**config.mk**
```make
export PLATFORM = sky130hd
export DESIGN_NAME = iob_pcie_rx_chnl_flat
export DESIGN_NICKNAME = d
export VERILOG_FILES = /design/src/rtl/iob_pcie_rx_chnl_pkg.sv /design/src/rtl/iob_pcie_rx_chnl_if.sv /design/src/rtl/iob_pcie_rx_chnl_fifo.sv /design/src/rtl/iob_pcie_rx_chnl.sv /design/src/flat_wrapper.sv
export SDC_FILE = /design/constraint.sdc
export NUM_CORES = 1
export LEC_CHECK = 0
export CORE_MARGIN = 4
export CORE_UTILIZATION = 30
export DETAILED_ROUTE_END_ITERATION = 10
export PLACE_DENSITY = 0.44
export SYNTH_ARGS = -nofsm -noshare
export SYNTH_HDL_FRONTEND = slang
export SYNTH_SLANG_ARGS = --single-unit
```
**constraint.sdc**
```tcl
create_clock -name clk -period 4.25 [get_ports clk]
set_input_delay 0.6375 -clock clk [delete_from_list [all_inputs] [get_ports clk]]
set_output_delay 0.6375 -clock clk [all_outputs]
set_load 0.01 [all_outputs]
```
**src/rtl/iob_pcie_rx_chnl_pkg.sv**
```systemverilog
// Shared constants for the PCIe receive-channel engine:
// FSM state encodings and default sizing.
package iob_pcie_rx_chnl_pkg;

  localparam int DEFAULT_DATA_W  = 32;
  localparam int DEFAULT_FIFO_AW = 4;

  localparam logic [1:0] ST_IDLE = 2'd0;
  localparam logic [1:0] ST_ACK  = 2'd1;
  localparam logic [1:0] ST_RECV = 2'd2;
  localparam logic [1:0] ST_DONE = 2'd3;

endpackage

```
**src/rtl/iob_pcie_rx_chnl_if.sv**
```systemverilog
// Bundle of the CHNL_RX handshake, the CPU drain port and the status
// outputs. The engine uses the slave view; the PCIe core/CPU side
// uses the master view.
interface iob_pcie_rx_chnl_if
  import iob_pcie_rx_chnl_pkg::*;
#(
  parameter int DATA_W  = DEFAULT_DATA_W,
  parameter int FIFO_AW = DEFAULT_FIFO_AW
);

  logic              chnl_rx;
  logic              chnl_rx_ack;
  logic              chnl_rx_last;
  logic [31:0]       chnl_rx_len;
  logic [30:0]       chnl_rx_off;
  logic [DATA_W-1:0] chnl_rx_data;
  logic              chnl_rx_data_valid;
  logic              chnl_rx_data_ren;

  logic              rd_valid;
  logic [DATA_W-1:0] rd_data;
  logic              rd_ready;

  logic              busy;
  logic              done;
  logic              truncated;
  logic              last_q;
  logic [30:0]       off_q;
  logic [31:0]       words_rcvd;
  logic [FIFO_AW:0]  level;

  modport slave (
    input  chnl_rx, chnl_rx_last, chnl_rx_len, chnl_rx_off,
           chnl_rx_data, chnl_rx_data_valid, rd_ready,
    output chnl_rx_ack, chnl_rx_data_ren, rd_valid, rd_data,
           busy, done, truncated, last_q, off_q, words_rcvd, level
  );

  modport master (
    output chnl_rx, chnl_rx_last, chnl_rx_len, chnl_rx_off,
           chnl_rx_data, chnl_rx_data_valid, rd_ready,
    input  chnl_rx_ack, chnl_rx_data_ren, rd_valid, rd_data,
           busy, done, truncated, last_q, off_q, words_rcvd, level
  );

endinterface

```
**src/rtl/iob_pcie_rx_chnl_fifo.sv**
```systemverilog
// Synchronous first-word fall-through FIFO. Pushes are dropped when
// full and pops are ignored when empty, so callers may present raw
// requests.
module iob_pcie_rx_chnl_fifo
  import iob_pcie_rx_chnl_pkg::*;
#(
  parameter int DATA_W  = DEFAULT_DATA_W,
  parameter int FIFO_AW = DEFAULT_FIFO_AW
) (
  input  logic              clk,
  input  logic              rst,
  input  logic              i_push,
  input  logic [DATA_W-1:0] i_wdata,
  input  logic              i_pop,
  output logic [DATA_W-1:0] o_rdata,
  output logic              o_full,
  output logic              o_empty,
  output logic [FIFO_AW:0]  o_level
);

  localparam int DEPTH = 1 << FIFO_AW;

  logic [DATA_W-1:0]  r_mem [DEPTH];
  logic [FIFO_AW-1:0] r_wptr;
  logic [FIFO_AW-1:0] r_rptr;
  logic [FIFO_AW:0]   r_count;
  logic               w_push;
  logic               w_pop;

  // The count only reaches DEPTH when full, so its MSB is the full flag.
  assign o_full  = r_count[FIFO_AW];
  assign o_empty = (r_count == '0);
  assign o_level = r_count;
  assign o_rdata = r_mem[r_rptr];
  assign w_push  = i_push && !o_full;
  assign w_pop   = i_pop && !o_empty;

  // Storage array; contents need no reset since the pointers define validity.
  always_ff @(posedge clk) begin
    if (w_push) r_mem[r_wptr] <= i_wdata;
  end

  // Pointers wrap naturally at 2^FIFO_AW; the count tracks occupancy.
  always_ff @(posedge clk or posedge rst) begin
    if (rst) begin
      r_wptr  <= '0;
      r_rptr  <= '0;
      r_count <= '0;
    end else begin
      if (w_push) r_wptr <= r_wptr + 1'b1;
      if (w_pop)  r_rptr <= r_rptr + 1'b1;
      case ({w_push, w_pop})
        2'b10:   r_count <= r_count + 1'b1;
        2'b01:   r_count <= r_count - 1'b1;
        default: r_count <= r_count;
      endcase
    end
  end

endmodule

```
**src/rtl/iob_pcie_rx_chnl.sv**
```systemverilog
// Receive-channel engine: acknowledges a CHNL_RX transaction, accepts
// its words under FIFO flow control and buffers them for the CPU.
module iob_pcie_rx_chnl
  import iob_pcie_rx_chnl_pkg::*;
#(
  parameter int DATA_W  = DEFAULT_DATA_W,
  parameter int FIFO_AW = DEFAULT_FIFO_AW
) (
  input logic                 clk,
  input logic                 rst,
  iob_pcie_rx_chnl_if.slave   bus
);

  logic [1:0]        r_state;
  logic [31:0]       r_len;
  logic [31:0]       r_words;
  logic [30:0]       r_off;
  logic              r_last;
  logic              r_trunc;

  logic              w_full;
  logic              w_empty;
  logic              w_ren;
  logic              w_accept;
  logic              w_final;
  logic [FIFO_AW:0]  w_level;
  logic [DATA_W-1:0] w_rdData;

  // Read-enable depends only on registered state and FIFO flags.
  assign w_ren    = (r_state == ST_RECV) && !w_full && (r_words != r_len);
  assign w_accept = w_ren && bus.chnl_rx_data_valid;
  assign w_final  = w_accept && ((r_words + 32'd1) == r_len);

  assign bus.chnl_rx_ack      = (r_state == ST_ACK);
  assign bus.chnl_rx_data_ren = w_ren;
  assign bus.busy             = (r_state != ST_IDLE);
  assign bus.done             = (r_state == ST_DONE);
  assign bus.truncated        = r_trunc;
  assign bus.last_q           = r_last;
  assign bus.off_q            = r_off;
  assign bus.words_rcvd       = r_words;
  assign bus.level            = w_level;
  assign bus.rd_valid         = !w_empty;
  assign bus.rd_data          = w_rdData;

  // Transaction FSM with request capture and the accepted-word counter.
  always_ff @(posedge clk or posedge rst) begin
    if (rst) begin
      r_state <= ST_IDLE;
      r_len   <= '0;
      r_words <= '0;
      r_off   <= '0;
      r_last  <= 1'b0;
      r_trunc <= 1'b0;
    end else begin
      case (r_state)
        ST_IDLE: begin
          if (bus.chnl_rx) begin
            r_len   <= bus.chnl_rx_len;
            r_last  <= bus.chnl_rx_last;
            r_off   <= bus.chnl_rx_off;
            r_words <= '0;
            r_trunc <= 1'b0;
            r_state <= ST_ACK;
          end
        end
        ST_ACK: begin
          r_state <= (r_len == 32'd0) ? ST_DONE : ST_RECV;
        end
        ST_RECV: begin
          if (w_accept) r_words <= r_words + 32'd1;
          if (w_final || (r_words == r_len)) begin
            r_state <= ST_DONE;
          end else if (!bus.chnl_rx) begin
            r_state <= ST_DONE;
            r_trunc <= 1'b1;
          end
        end
        default: begin
          r_state <= ST_IDLE;
        end
      endcase
    end
  end

  iob_pcie_rx_chnl_fifo #(
    .DATA_W  (DATA_W),
    .FIFO_AW (FIFO_AW)
  ) u_fifo (
    .clk     (clk),
    .rst     (rst),
    .i_push  (w_accept),
    .i_wdata (bus.chnl_rx_data),
    .i_pop   (bus.rd_ready),
    .o_rdata (w_rdData),
    .o_full  (w_full),
    .o_empty (w_empty),
    .o_level (w_level)
  );

endmodule

```
**src/flat_wrapper.sv**
```systemverilog
// flat-port wrapper written by rule: the top's interface ports become plain ports
module iob_pcie_rx_chnl_flat import iob_pcie_rx_chnl_pkg::*;
#(
  parameter int DATA_W  = DEFAULT_DATA_W,
  parameter int FIFO_AW = DEFAULT_FIFO_AW
)
  (clk, rst, bus_chnl_rx, bus_chnl_rx_last, bus_chnl_rx_len, bus_chnl_rx_off, bus_chnl_rx_data, bus_chnl_rx_data_valid, bus_rd_ready, bus_chnl_rx_ack, bus_chnl_rx_data_ren, bus_rd_valid, bus_rd_data, bus_busy, bus_done, bus_truncated, bus_last_q, bus_off_q, bus_words_rcvd, bus_level);
  iob_pcie_rx_chnl_if #(.DATA_W(DATA_W), .FIFO_AW(FIFO_AW)) bus_i ();
  input logic clk;
  input logic rst;
  input wire logic [$bits(bus_i.chnl_rx)-1:0] bus_chnl_rx;
  input wire logic [$bits(bus_i.chnl_rx_last)-1:0] bus_chnl_rx_last;
  input wire logic [$bits(bus_i.chnl_rx_len)-1:0] bus_chnl_rx_len;
  input wire logic [$bits(bus_i.chnl_rx_off)-1:0] bus_chnl_rx_off;
  input wire logic [$bits(bus_i.chnl_rx_data)-1:0] bus_chnl_rx_data;
  input wire logic [$bits(bus_i.chnl_rx_data_valid)-1:0] bus_chnl_rx_data_valid;
  input wire logic [$bits(bus_i.rd_ready)-1:0] bus_rd_ready;
  output wire logic [$bits(bus_i.chnl_rx_ack)-1:0] bus_chnl_rx_ack;
  output wire logic [$bits(bus_i.chnl_rx_data_ren)-1:0] bus_chnl_rx_data_ren;
  output wire logic [$bits(bus_i.rd_valid)-1:0] bus_rd_valid;
  output wire logic [$bits(bus_i.rd_data)-1:0] bus_rd_data;
  output wire logic [$bits(bus_i.busy)-1:0] bus_busy;
  output wire logic [$bits(bus_i.done)-1:0] bus_done;
  output wire logic [$bits(bus_i.truncated)-1:0] bus_truncated;
  output wire logic [$bits(bus_i.last_q)-1:0] bus_last_q;
  output wire logic [$bits(bus_i.off_q)-1:0] bus_off_q;
  output wire logic [$bits(bus_i.words_rcvd)-1:0] bus_words_rcvd;
  output wire logic [$bits(bus_i.level)-1:0] bus_level;
  assign bus_i.chnl_rx = bus_chnl_rx;
  assign bus_i.chnl_rx_last = bus_chnl_rx_last;
  assign bus_i.chnl_rx_len = bus_chnl_rx_len;
  assign bus_i.chnl_rx_off = bus_chnl_rx_off;
  assign bus_i.chnl_rx_data = bus_chnl_rx_data;
  assign bus_i.chnl_rx_data_valid = bus_chnl_rx_data_valid;
  assign bus_i.rd_ready = bus_rd_ready;
  assign bus_chnl_rx_ack = bus_i.chnl_rx_ack;
  assign bus_chnl_rx_data_ren = bus_i.chnl_rx_data_ren;
  assign bus_rd_valid = bus_i.rd_valid;
  assign bus_rd_data = bus_i.rd_data;
  assign bus_busy = bus_i.busy;
  assign bus_done = bus_i.done;
  assign bus_truncated = bus_i.truncated;
  assign bus_last_q = bus_i.last_q;
  assign bus_off_q = bus_i.off_q;
  assign bus_words_rcvd = bus_i.words_rcvd;
  assign bus_level = bus_i.level;
  iob_pcie_rx_chnl #(.DATA_W(DATA_W), .FIFO_AW(FIFO_AW)) u_core (.clk(clk), .rst(rst), .bus(bus_i));
endmodule
```
## Word-level counts from Yosys, hierarchy flattened

Memories as Yosys holds them, arrays and structs flattened.
Index checks and enable logic that the tools add are counted.

- Eq/ne operators: 13
- Mux-type cells: 15
- Add/subtract/negate cells: 5
- Reduce and logical (&&, ||, !) cells: 19

Operator list:

| operator | count |
|---|---|
| 32-bit equality test | 2 |
| 32-bit two-way mux | 2 |
| 32-bit case mux with 2 select lines | 1 |
| 32-bit by 1-bit adder with 32-bit output, second input constant | 1 |
| 32-bit logical NOT | 1 |
| 32-bit inequality test | 1 |
| 5-bit case mux with 2 select lines | 1 |
| 4-bit by 1-bit adder with 4-bit output, second input constant | 2 |
| 2-bit inequality test, second input constant | 4 |
| 2-bit equality test, second input constant | 3 |
| 1-bit logical AND | 6 |
| 1-bit two-way mux | 6 |
| 2-bit two-way mux | 3 |
| 2-bit case mux with 3 select lines | 1 |
| 2-bit nonzero test | 3 |
| 5-bit by 1-bit adder with 5-bit output, second input constant | 1 |
| 5-bit logical NOT | 1 |
| 5-bit by 1-bit subtractor with 5-bit output, second input constant | 1 |
| 2-bit by 1-bit equality test with 1-bit output, second input constant | 2 |
| 2-bit AND reduction | 2 |
| 4-bit AND reduction | 1 |
| 3-bit inequality test, second input constant | 1 |
| 3-bit AND reduction | 1 |
| 1-bit logical NOT | 2 |
| 3 further kinds | 3 |

- Bits in registers: 112
- Output and inout port bits: 107
- Bits in writable memories: 512
- Memories kept: 1

Memories:

| memory | depth | width | rd ports | clocked after Yosys merged registers in | wr ports | RTL line | RTL |
|---|---|---|---|---|---|---|---|
| u_core.u_fifo.r_mem | 16 | 32 | 1 | 0 | 1 | iob_pcie_rx_chnl_fifo.sv:23 | `logic [DATA_W-1:0] r_mem [DEPTH];` |

## Longest topological paths before layout

- Depth after elaboration: 8
- Depth in mapped cells: 16

## Hierarchy

A second synthesis with hierarchy kept.

- Cells, all modules: 1,563
- Area total of the unflattened synthesis: 26,106.3 um^2

By module, submodules not included:

| module | cells each | instances | seq. area each (um^2) | area an instance (um^2) |
|---|---|---|---|---|
| iob_pcie_rx_chnl_fifo | 1,012 | 1 | 15,700.1 | 20,432.1 |
| iob_pcie_rx_chnl | 551 | 1 | 2,477.4 | 5,674.2 |

## Worst setup path before layout

OpenSTA, ideal clock, no wires.

- Kind: register -> register
- From: register u_core.r_words[9], in the netlist u_core.bus.words_rcvd[9]
- To: memory u_core.u_fifo.r_mem[3][0] (netlist bit) (enable)
- Slack: -47 ps
- Cell stages (with the launch flop): 9
- Buffers on the path: 2
- Data arrival time: 3,836 ps
- Setup time: 461 ps
- Cell sequence: dfrtp_1 > clkbuf_1 > xnor2_1 > nand4_1 > nor4_1 > a21oi_1 > clkbuf_1 > nand2_1 > nor3_1

- Cells in the longest elaborated chain, start to end: 6

Ends and longest elaborated chain:

| element | RTL line | RTL |
|---|---|---|
| start, declared | iob_pcie_rx_chnl.sv:16 | `logic [31:0] r_words;` |
| start signal, assigned | iob_pcie_rx_chnl.sv:71 | `if (w_accept) r_words <= r_words + 32'd1;` |
| 32-bit inequality test | iob_pcie_rx_chnl.sv:30 | `assign w_ren = (r_state == ST_RECV) && !w_full && (r_words != r_len);` |
| 1-bit logical AND | iob_pcie_rx_chnl.sv:30 |  |
| 1-bit logical AND | iob_pcie_rx_chnl.sv:31 | `assign w_accept = w_ren && bus.chnl_rx_data_valid;` |
| 1-bit logical AND | iob_pcie_rx_chnl_fifo.sv:35 | `assign w_push = i_push && !o_full;` |
| 1-bit two-way mux | iob_pcie_rx_chnl_fifo.sv:40 | `if (w_push) r_mem[r_wptr] <= i_wdata;` |
| 1-bit two-way mux (not written as such) | iob_pcie_rx_chnl_fifo.sv:40 |  |
| end, declared | iob_pcie_rx_chnl_fifo.sv:23 |  |

No other way between the ends.

## Worst setup path in the final report

- From: register u_core.u_fifo.r_rptr[1]
- To: output port bus_rd_data[30]

- Cells in the longest elaborated chain, start to end: 1

Ends and longest elaborated chain:

| element | RTL line | RTL |
|---|---|---|
| start, declared | iob_pcie_rx_chnl_fifo.sv:25 | `logic [FIFO_AW-1:0] r_rptr;` |
| start signal, assigned | iob_pcie_rx_chnl_fifo.sv:51 | `if (w_pop) r_rptr <= r_rptr + 1'b1;` |
| memory 16 x 32 bit | - |  |
| end, declared | flat_wrapper.sv:21 | `output wire logic [$bits(bus_i.rd_data)-1:0] bus_rd_data;` |

No other way between the ends.

==> impl_metrics.json <==
{
  "status": "complete, no violations",
  "min-delay-path-class": "reg -> reg",
  "synth_compound_area_share_pct": 2.52,
  "drt_iter0_drc": 757,
  "ios": 208,
  "start_util_pct": 30.3,
  "avgRoutedWirePerCell_um": 24.3,
  "syn-cell-area_um2": 25400,
  "avgSynthCellArea_um2": 19.0,
  "totalWireLength_um": 67500,
  "vias": 13500,
  "crit_path_cell_trace": "buf_4 > mux4_2 > mux4_2 > clkdlybuf4s50_1",
  "slowest_stage": "dfrtp_4",
  "dp_hpwl_um": 41200,
  "num-nets-final": 1698,
  "numPortBuffers": 207,
  "slew-limit-headroom_pct": 37.7,
  "fin_crit_sh_pct": 91.7,
  "drive_gt1_share_pct": 25.1,
  "synthSimpleGateAreaFrac_pct": 4.29,
  "tns_ns": 0,
  "rsz0062_at_grt": "false",
  "cts-root-buf": "clkbuf_16",
  "critical_path.max_fanout": 31,
  "synth_cell_types": 58,
  "layout_setup_ws_ns": 0.351,
  "cp-end-kind": "output pin",
  "peakVddDrop_mv": 0.345,
  "multiInputGateArea_um2": 7010,
  "criticalPathCategory": "reg -> out",
  "required_ns": 3.61,
  "rows": 106,
  "hp-start": "u_core.bus.off_q[1]",
  "via_per_inst": 4.89,
  "synthAdderAreaFrac_pct": 0.768,
  "cts_made_buffers": 74,
  "critical_path_arrival_ns": 3.26,
  "max_freq_ghz": 0.256,
  "postCtsHoldBufs": 0,
  "post_cts_buffers": 0,
  "place_ws_ns": 0.548,
  "p_leak_nw": 10.2,
  "r2r_start": "u_core.bus.words_rcvd[20]",
  "cts_tree": "yes",
  "synth_top_family_by_area": "multiplexers",
  "synth-xor-area-share_pct": 2.10,
  "drc": 0,
  "cap_violations": 0,
  "async_reset_ff_share_pct": 17.9,
  "cts_max_path_buffers": 3,
  "grt_pass1_wl_um": 100000,
  "whs_endpoint": "u_core.bus.off_q[1]",
  "final_area_um2": 31600,
  "grt_usage_pct": 15.0,
  "synth_nets": 1452,
  "ff2ff_path_depth": 15,
  "whs_ns": 0.506,
  "total_power_mw": 20.4,
  "chipHeight_um": 299,
  "cp_common_cell": "mux4_2",
  "hold_depth": 1,
  "final_common_cell": "edfxtp_1",
  "setup_viol": 0,
  "dpl_cell_area_um2": 29200,
  "synthMuxAreaShare_pct": 17.3,
  "postSynthCellCount": 1336,
  "antenna_found_initial": 4,
  "cts_resized": 0,
  "crit_path_max_incr_delay_ns": 0.81,
  "p_per_area_nw_per_um2": 646,
  "drv_slew": 0,
  "die_w_um": 299,
  "ff_latch_area_um2": 18200,
  "skew_ns": 0.0371,
  "yosysWarnings": 0,
  "tightest_slew_ns": 0.934,
  "ys_seq_area_share_pct": 71.5,
  "grt_pass1_vias": 14700,
  "synth-edff-count": 512,
  "fillCellCount": 7783,
  "finalHoldViolations": 0,
  "clk-insertion-delay-late_ns": 0.62,
  "dr.pass1.iters": 5,
  "fin_cells": 2771,
  "synth_seq_cells": 624,
  "grt_max_degree": 70,
  "overflow": 0,
  "htreeDepth": 3,
  "die-area_um2": 89500,
  "core_um2": 83800,
  "ys.flop_type": "edfxtp_1",
  "ant_nets": 0,
  "final_cell_mix": "512 x edfxtp_1, 207 x clkdlybuf4s50_1, 160 x mux4_2, 108 x dfrtp_1, 75 x clkbuf_16",
  "r2r_end": "u_core.u_fifo.o_level[4]",
  "fin_util_pct": 37.7,
  "clk_pin_slew_ns": 0.06,
  "gp_congestion": 0.797,
  "crit_path_start_kind": "register",
  "synthToLayoutAreaGrowth_pct": 24.4,
  "cts_sinks": 624,
  "r2r_slack_ns": 0.60,
  "placedCellCount": 2640,
  "post-route-min-period_ns": 3.90
}
-- synth_stat cells (7+ instances only) --
| cell type | n | area share, % |
|---|---|---|
| a21oi_1 | 19 | 0.37 |
| buf_1 | 20 | 0.30 |
| buf_2 | 9 | 0.18 |
| clkbuf_1 | 51 | 0.75 |
| dfrtp_1 | 112 | 11 |
| edfxtp_1 | 512 | 60 |
| ha_1 | 14 | 0.69 |
| inv_1 | 16 | 0.24 |
| mux2_2 | 66 | 2.9 |
| mux4_2 | 160 | 14 |
| nand2_1 | 48 | 0.71 |
| nand2b_1 | 7 | 0.17 |
| nand3_1 | 19 | 0.37 |
| nand4_1 | 27 | 0.66 |
| nor2_1 | 28 | 0.41 |
| nor3_1 | 24 | 0.47 |
| nor4_1 | 18 | 0.44 |
| o21ai_0 | 40 | 0.79 |
| o31ai_1 | 12 | 0.35 |
| xnor2_1 | 46 | 1.6 |
| xor2_1 | 15 | 0.52 |
-- state kept, by name, summed over array words and instances (netlist names) --
name and cells:
u_core.u_fifo.r_mem 512, u_core.bus.words_rcvd 32, u_core.r_len 32, u_core.bus.off_q 31, u_core.u_fifo.o_level 5, u_core.u_fifo.r_rptr 4, u_core.u_fifo.r_wptr 4, u_core.r_state 2
u_core.bus.last_q 1, u_core.bus.truncated 1
-- logic make-up (layout without fill, tap and decap cells) --
kind of cell             after synthesis  in the layout
flip-flops                           624            624
adder cells (fa/ha/maj)               15             15
XOR/XNOR                              61             61
AO/OA/AOI/OAI                        101            101
multiplexers                         231            231
buffers and inverters                 98            398
AND/OR/NAND/NOR                      206            206
other                                  0              1
-- power by group --
part	switching (mW)	total [mW]	internal, mW
registers	0.666	7.82	7.16
clock network	2.53	6.39	3.86
logic	2.85	6.20	3.35
total	6.05	20.4	14.4
-- worst max-delay path by stage --
stage               slack, ns                       end                       from
floorplan                0.65         u_core.bus.last_q                        rst
global placement         0.54  u_core.u_fifo.o_level[4]  u_core.bus.words_rcvd[20]
detailed placement       0.55  u_core.u_fifo.o_level[4]  u_core.bus.words_rcvd[20]
CTS                      0.23           bus_rd_data[26]    u_core.u_fifo.r_rptr[1]
global route             0.18           bus_rd_data[26]    u_core.u_fifo.r_rptr[1]
finish                   0.35           bus_rd_data[30]    u_core.u_fifo.r_rptr[1]
-- layer usage --
metal	GRT usage [%]	vias up	routed length (um)
met2	24.5	347	32500
met3	3.87	108	3510
met1	20.1	7165	29900
li1	-	5924	-
met4	3.85	4	1490
met5	0	-	23
-- layout make-up --
type                       instances  share of cell area [%]
multi-input combinational        614                    22.2
clock buffer                      90                    6.21
antenna                            1                 0.00791
tap                             1134                    4.49
inverter                          16                   0.198
clock inverter                    40                    1.58
timing repair buffer             252                    7.82
sequential                       624                    57.5
-- worst max-delay path: cells and delay by family (launching register included) --
family | cells | cell delay, ns
flops | 1 | 0.81
buf+inv | 2 | 0.98
mux | 2 | 0.84
Note: power is estimated with default switching activity, not from simulation.
